`config.mk`:
```
export PLATFORM = sky130hd
export DESIGN_NAME = uart_baud_timer_flat
export DESIGN_NICKNAME = d
export VERILOG_FILES = /design/src/rtl/uart_baud_timer_if.sv /design/src/rtl/uart_baud_timer.sv /design/src/flat_wrapper.sv
export SDC_FILE = /design/constraint.sdc
export NUM_CORES = 1
export LEC_CHECK = 0
export BUFFER_PORTS_ARGS = -buffer_cell sky130_fd_sc_hd__buf_2
export CORE_MARGIN = 2
export CORE_UTILIZATION = 45
export CTS_BUF_LIST = sky130_fd_sc_hd__clkbuf_8 sky130_fd_sc_hd__clkbuf_16
export CTS_CLUSTER_DIAMETER = 50
export DETAILED_ROUTE_END_ITERATION = 16
export PLACE_DENSITY = 0.74
export SLEW_MARGIN = 0
export SYNTH_ARGS = -nofsm -noshare
export SYNTH_HDL_FRONTEND = slang
export SYNTH_SLANG_ARGS = --single-unit
```
`constraint.sdc`:
```
create_clock -name clk -period 1.85 [get_ports clk]
set_input_delay 0.4625 -clock clk [delete_from_list [all_inputs] [get_ports clk]]
set_output_delay 0.4625 -clock clk [all_outputs]
set_load 0.03 [all_outputs]
```
`src/rtl/uart_baud_timer_if.sv`:
```
// Bit-timer handshake bundle between the UART control FSMs (master) and uart_baud_timer (slave).
interface uart_baud_timer_if #(
  parameter int CNT_W = 19,
  parameter int BIT_W = 4
);
  logic             doit;
  logic [CNT_W-1:0] k;
  logic [BIT_W-1:0] nbits;
  logic             btu;
  logic [BIT_W-1:0] bit_idx;
  logic             frame_done;
  logic             busy;

  modport master (
    output doit, k, nbits,
    input  btu, bit_idx, frame_done, busy
  );

  modport slave (
    input  doit, k, nbits,
    output btu, bit_idx, frame_done, busy
  );
endinterface

```
`src/rtl/uart_baud_timer.sv`:
```
// UART bit-period timer: btu strobe every k+1 clocks, bit counting, frame_done on the last bit.
// Define UART_BAUD_HALF_START_EN to shorten the first period to floor(k/2)+1 for mid-bit sampling.
//
// state     | meaning
// IDLE      | waiting for doit, counters cleared, k/nbits latched on exit
// FIRST     | half-length first bit period (UART_BAUD_HALF_START_EN only)
// RUN       | full bit periods, btu at cnt == k_lat
// DONE_WAIT | frame finished, holds off re-trigger until doit drops
module uart_baud_timer #(
  parameter int CNT_W = 19,
  parameter int BIT_W = 4
) (
  input  logic               clk,
  input  logic               rst,
  uart_baud_timer_if.slave   bus
);

`ifdef UART_BAUD_HALF_START_EN
  typedef enum logic [1:0] {IDLE, RUN, DONE_WAIT, FIRST} state_t;
`else
  typedef enum logic [1:0] {IDLE, RUN, DONE_WAIT} state_t;
`endif

  state_t           state, state_n;
  logic [CNT_W-1:0] cnt, cnt_n;
  logic [CNT_W-1:0] k_lat, k_lat_n;
  logic [BIT_W-1:0] nb_lat, nb_lat_n;
  logic [BIT_W-1:0] bit_idx, bit_idx_n;
  logic [CNT_W-1:0] tc;
  logic             timing;
  logic             btu;
  logic             frame_done;

  always_ff @(posedge clk or posedge rst) begin
    if (rst) begin
      state   <= IDLE;
      cnt     <= '0;
      k_lat   <= '0;
      nb_lat  <= '0;
      bit_idx <= '0;
    end else begin
      state   <= state_n;
      cnt     <= cnt_n;
      k_lat   <= k_lat_n;
      nb_lat  <= nb_lat_n;
      bit_idx <= bit_idx_n;
    end
  end

  // Strobes decode registers only, so they stay valid in the cycle doit falls.
  always_comb begin
    tc     = k_lat;
    timing = (state == RUN);
`ifdef UART_BAUD_HALF_START_EN
    if (state == FIRST) begin
      tc     = k_lat >> 1;
      timing = 1'b1;
    end
`endif
    btu        = timing && (cnt == tc);
    frame_done = btu && (nb_lat != '0) && (bit_idx == nb_lat - BIT_W'(1));
  end

  always_comb begin
    state_n   = state;
    cnt_n     = cnt;
    k_lat_n   = k_lat;
    nb_lat_n  = nb_lat;
    bit_idx_n = bit_idx;
    case (state)
      IDLE: begin
        cnt_n     = '0;
        bit_idx_n = '0;
        if (bus.doit) begin
          k_lat_n  = bus.k;
          nb_lat_n = bus.nbits;
`ifdef UART_BAUD_HALF_START_EN
          state_n  = FIRST;
`else
          state_n  = RUN;
`endif
        end
      end
      DONE_WAIT: begin
        cnt_n     = '0;
        bit_idx_n = '0;
        if (!bus.doit) state_n = IDLE;
      end
      default: begin
        if (!bus.doit) begin
          state_n   = IDLE;
          cnt_n     = '0;
          bit_idx_n = '0;
        end else if (frame_done) begin
          state_n   = DONE_WAIT;
          cnt_n     = '0;
          bit_idx_n = '0;
        end else if (btu) begin
          cnt_n     = '0;
          bit_idx_n = bit_idx + BIT_W'(1);
          state_n   = RUN;
        end else begin
          cnt_n     = cnt + CNT_W'(1);
        end
      end
    endcase
  end

  assign bus.btu        = btu;
  assign bus.frame_done = frame_done;
  assign bus.bit_idx    = bit_idx;
  assign bus.busy       = (state != IDLE);

endmodule

```
`src/flat_wrapper.sv`:
```
// flat-port wrapper written by rule: the top's interface ports become plain ports
module uart_baud_timer_flat 
#(
  parameter int CNT_W = 19,
  parameter int BIT_W = 4
)
  (clk, rst, bus_doit, bus_k, bus_nbits, bus_btu, bus_bit_idx, bus_frame_done, bus_busy);
  uart_baud_timer_if #(.CNT_W(CNT_W), .BIT_W(BIT_W)) bus_i ();
  input  logic clk;
  input  logic rst;
  input wire logic [$bits(bus_i.doit)-1:0] bus_doit;
  input wire logic [$bits(bus_i.k)-1:0] bus_k;
  input wire logic [$bits(bus_i.nbits)-1:0] bus_nbits;
  output wire logic [$bits(bus_i.btu)-1:0] bus_btu;
  output wire logic [$bits(bus_i.bit_idx)-1:0] bus_bit_idx;
  output wire logic [$bits(bus_i.frame_done)-1:0] bus_frame_done;
  output wire logic [$bits(bus_i.busy)-1:0] bus_busy;
  assign bus_i.doit = bus_doit;
  assign bus_i.k = bus_k;
  assign bus_i.nbits = bus_nbits;
  assign bus_btu = bus_i.btu;
  assign bus_bit_idx = bus_i.bit_idx;
  assign bus_frame_done = bus_i.frame_done;
  assign bus_busy = bus_i.busy;
  uart_baud_timer #(.CNT_W(CNT_W), .BIT_W(BIT_W)) u_core (.clk(clk), .rst(rst), .bus(bus_i));
endmodule
```
==> qor_table.md <==
| Group | Quantity | This run |
| --- | --- | --- |
| synthesis | Portion of synthesized cell area occupied by the leading cell type | 49.8% |
| synthesis | Avg Synthesized Cell Area | 10.9 sq um |
| placement | Placed wire-length estimate after detailed placement | 3.79 mm |
| pwr | Worst vdd ir | 0.360 mV |
| setup path | Dominant delay contributor by cell family on the critical path | simple AND/OR/NAND/NOR gates |
| floorplanning | Die Y-Extent | 77.2 microns |
| synthesis | Count of synthesis-stage warnings from yosys | 0 |
| global route | Remaining global-route overflow | 0 |
| drt | Routed via count divided by cell count | 5.03 |
| setup path | Critical path fanouts, max | 3 |
| timing | Clock period minus final worst setup slack | 2.29 ns |
| synthesis | Count of mapped cells out of synthesis | 221 |
| timing | Setup repair after global routing missed its margin | yes |
| timing | Part of the cycle the worst path needs | 124% |
| run | Max_cap viols | 0 |
| timing | Count of final max-slew check failures | 0 |
| setup path | Worst reg-to-reg path cell count | 9 |
| final layout | Antenna diodes | 0 |
| synthesis | Synthesis-stage register bit count | 48 |
| placement | Placed inst area | 2980 sq um |
| clocking | Skew-Pair Late Insertion Delay | 0.30 ns |
| setup path | Critical Path Max Stage Delay | 0.42 ns |
| setup path | Bufs and invs on worst path | 1 |
| clocking | Number of levels in the clock H-tree | 2 |
| global route | Total track usage | 18.7% |
| synthesis | Number of library cell types mapped by synthesis | 34 |
| synthesis | Post-synthesis cell area | 2410 sq um |
| clocking | CTS clk-pin slew, worst paths | 0.08 ns |
| timing | Final TNS setup | -2.82 ns |
| global route | Global-route wire length before repair | 8.77 mm |
| setup path | Required time of the worst setup path | 1.39 ns |
| pwr | Total power draw | 2.21 mW |
| placement | Number of port buffers | 32 |
| setup path | Crit path depth | 6 |
| setup path | Signal arrival time at the worst endpoint | 1.82 ns |
| floorplanning | Top-level I/O count | 33 |
| run status | Violated checks | negative setup slack |
| timing | Worst hold slack across all endpoints | 0.170 ns |
| min path | Classification of the worst-slack hold path | input pin to async pin |
| drt | Post-detailed-route wirelength per cell | 13.7 microns |
| final layout | Filler cells | 454 |
| final layout | Fin nets | 329 |
| pwr | Lkg Pwr | 1.46 nW |
| clocking | CTS Buf Count | 5 |
| synthesis | Synth Net Count | 251 |
| floorplanning | Full die area | 5970 sq um |
| placement | Weighted congestion at the end of routability-driven global placement | 0.868 |
| clocking | Clock Sinks | 48 |
| synthesis | Biggest area consumer among synthesized cells | sky130_fd_sc_hd__dfrtp_1 |
| setup path | CP Class | register to primary output |
| setup path | Critical Path, Cell by Cell | xnor2_2, nand4_1, nor4b_2, nand4_2, nor2_4, buf_6 |
| drt | Routed vias | 1860 |
| global route | Maximum number of pins on one net before global-route repair | 29 |
| setup path | CP endpoint kind | primary output |
| placement | Minimum setup slack after placement | -0.175 ns |
| synthesis | Proportion of register bits with asynchronous set or reset after synthesis | 100% |
| drt | Number of DRC markers after the initial detailed-route iteration | 52 |
| drt | Count of unresolved DRC violations after routing | 0 |
| timing | Final worst slack | -0.437 ns |
| synthesis | Post-synth top flop | sky130_fd_sc_hd__dfrtp_1 |
| floorplanning | Die X-Extent | 77.2 microns |
| drt | Routed wire length | 5.07 mm |
| drt | Post-route antenna net violation count | 0 |
| timing | Worst slew margin relative to its limit | 68.9% |
| clocking | Clock tree from TritonCTS | built |
| final layout | Layout-stage area growth over the synthesis result | 31.8% |
| final layout | Final cell count without fillers | 370 |
| drt | Pre-antenna DRT Iters | 4 |
| pwr | Cell Pwr Density | 694 nW/um^2 |
| synthesis | Fraction of the yosys area taken by sequential cells | 49.8% |
| timing | Highest attainable clock frequency | 437 MHz |
| global route | Initial antenna violation count | 0 |
| final layout | Final Util | 61.9% |
| clocking | Clock Path Buffers | 2 |
| setup path | Highest-delay cell along the critical path | sky130_fd_sc_hd__dfrtp_1 |
| placement | Placed cell count | 359 |
| final layout | Final Cell Area | 3180 sq um |
| timing | Transition time at the pin with the least slew margin | 0.465 ns |
| timing | Final setup vio count | 23 |
| synthesis | Leading cell types by total area after synthesis | sky130_fd_sc_hd__dfrtp_1, sky130_fd_sc_hd__mux2_2, sky130_fd_sc_hd__xor2_1, sky130_fd_sc_hd__xnor2_1, sky130_fd_sc_hd__nor2_1 |
| floorplanning | Starting Density | 47.0% |
| final layout | Share of layout cells above drive strength 1 | 42.7% |
| floorplanning | Std cell rows | 26 |
| clocking | Hold buffers post-CTS | 0 |
| floorplanning | Area inside the core boundary | 5140 sq um |
| run status | Status | complete, but fails checks |
| setup path | Startpoint kind of the worst setup timing path | register |
| clocking | Cell at the root of the clock tree | sky130_fd_sc_hd__clkbuf_8 |
| global route | Number of global-route vias before repair | 1951 |
| synthesis | Count of flip-flops with a built-in enable after synthesis | 0 |
| timing | Worst clock skew | 0.00560 ns |
| timing | Count of final hold-check violations | 0 |
final timing paths:
kind	from	end	slack (ns)
max	u_core.k_lat[1]	bus_frame_done	-0.44
min	rst	u_core.bus.bit_idx[1]	0.17
max reg2reg	u_core.k_lat[1]	u_core.cnt[13]	-0.11
min reg2reg	u_core.k_lat[2]	u_core.k_lat[2]	0.53
max in group asynchronous	rst	u_core.cnt[10]	1.18
min in group clk	bus_nbits[1]	u_core.nb_lat[1]	0.38
area by class of cell:
| cell class | instances | area (sq um) | share of cell area [%] |
|---|---|---|---|
| Timing Repair Buffer | 74 | 529 | 16.6 |
| Sequential cell | 48 | 1200 | 37.8 |
| Multi-Input combinational cell | 160 | 1230 | 38.7 |
| Tap cell | 70 | 87.6 | 2.75 |
| Inverter | 10 | 37.5 | 1.18 |
| Clock inverter | 2 | 10.0 | 0.315 |
| Clock buffer | 6 | 82.6 | 2.60 |
flip-flops by register name (all words and copies together), names as in the netlist:
signal,count
u_core.cnt,19
u_core.k_lat,19
u_core.bus.bit_idx,4
u_core.nb_lat,4
u_core.state,2
cell usage in the layout, fill, tap and decap left out, types with 2 or more instances in the layout:
master / n
sky130_fd_sc_hd__a21oi_1: 3
sky130_fd_sc_hd__and2b_2: 2
sky130_fd_sc_hd__and3_1: 2
sky130_fd_sc_hd__buf_12: 3
sky130_fd_sc_hd__buf_2: 30
sky130_fd_sc_hd__buf_4: 38
sky130_fd_sc_hd__buf_6: 3
sky130_fd_sc_hd__clkbuf_8: 6
sky130_fd_sc_hd__clkinv_2: 2
sky130_fd_sc_hd__dfrtp_1: 48
sky130_fd_sc_hd__ha_1: 2
sky130_fd_sc_hd__inv_1: 6
sky130_fd_sc_hd__inv_2: 4
sky130_fd_sc_hd__mux2_2: 21
sky130_fd_sc_hd__nand2_1: 14
sky130_fd_sc_hd__nand3_1: 12
sky130_fd_sc_hd__nand4_1: 3
sky130_fd_sc_hd__nor2_1: 24
sky130_fd_sc_hd__nor3_1: 5
sky130_fd_sc_hd__nor3_2: 2
sky130_fd_sc_hd__nor4_1: 4
sky130_fd_sc_hd__nor4_2: 2
sky130_fd_sc_hd__o21ai_0: 2
sky130_fd_sc_hd__or3_1: 3
sky130_fd_sc_hd__xnor2_1: 13
sky130_fd_sc_hd__xnor2_2: 4
sky130_fd_sc_hd__xor2_1: 24
cells by family after synthesis:
logic type	Yosys count	synth area share, %
AO/OA/AOI/OAI	10	2.96
adder cells (fa/ha/maj)	4	2.07
buffers and inverters	13	2.44
AND/OR/NAND/NOR	84	18.1
flip-flops	48	49.8
multiplexers	21	9.80
XOR/XNOR	41	14.9
what timing repair did:
| item | CTS | global route |
|---|---|---|
| endpoints found under the hold margin | 0 | 0 |
| buffers inserted | 3 | 1 |
| gates resized for setup | 15 | 2 |
| pin swaps | 5 | 1 |
| setup endpoints to repair | 22 | 27 |
power breakdown:
group          switching (mW)  total [mW]  internal, mW
logic                   0.177       0.392         0.215
clock network           0.332       0.630         0.298
registers              0.0603        1.19          1.12
synth_stat cells, types with 4 or more instances:
library cell / number
sky130_fd_sc_hd__nand3_1: 12
sky130_fd_sc_hd__xnor2_1: 17
sky130_fd_sc_hd__mux2_2: 21
sky130_fd_sc_hd__nor3_1: 6
sky130_fd_sc_hd__inv_1: 10
sky130_fd_sc_hd__nor2_1: 25
sky130_fd_sc_hd__xor2_1: 24
sky130_fd_sc_hd__ha_1: 4
sky130_fd_sc_hd__dfrtp_1: 48
sky130_fd_sc_hd__nand2_1: 14
sky130_fd_sc_hd__nor4_1: 6
worst register-to-register path: stages (launching register included):
cell	delay, ns
sky130_fd_sc_hd__dfrtp_1	0.42
sky130_fd_sc_hd__xnor2_2	0.19
sky130_fd_sc_hd__nand4_1	0.13
sky130_fd_sc_hd__nor4b_2	0.28
sky130_fd_sc_hd__nand4_2	0.21
sky130_fd_sc_hd__buf_4	0.20
sky130_fd_sc_hd__buf_6	0.12
sky130_fd_sc_hd__nand3_2	0.09
sky130_fd_sc_hd__buf_12	0.16
sky130_fd_sc_hd__nor2_1	0.07
layer usage:
| layer | track usage, % | share of wire, % | up-vias |
|---|---|---|---|
| li1 | - | - | 904 |
| met1 | 22.3 | 43 | 907 |
| met2 | 34.3 | 52 | 38 |
| met3 | 3.29 | 3.3 | 11 |
| met4 | 5.18 | 1.7 | 0 |
| met5 | 0 | 0 | - |
No activity file was read; power rests on OpenSTA's default activity.
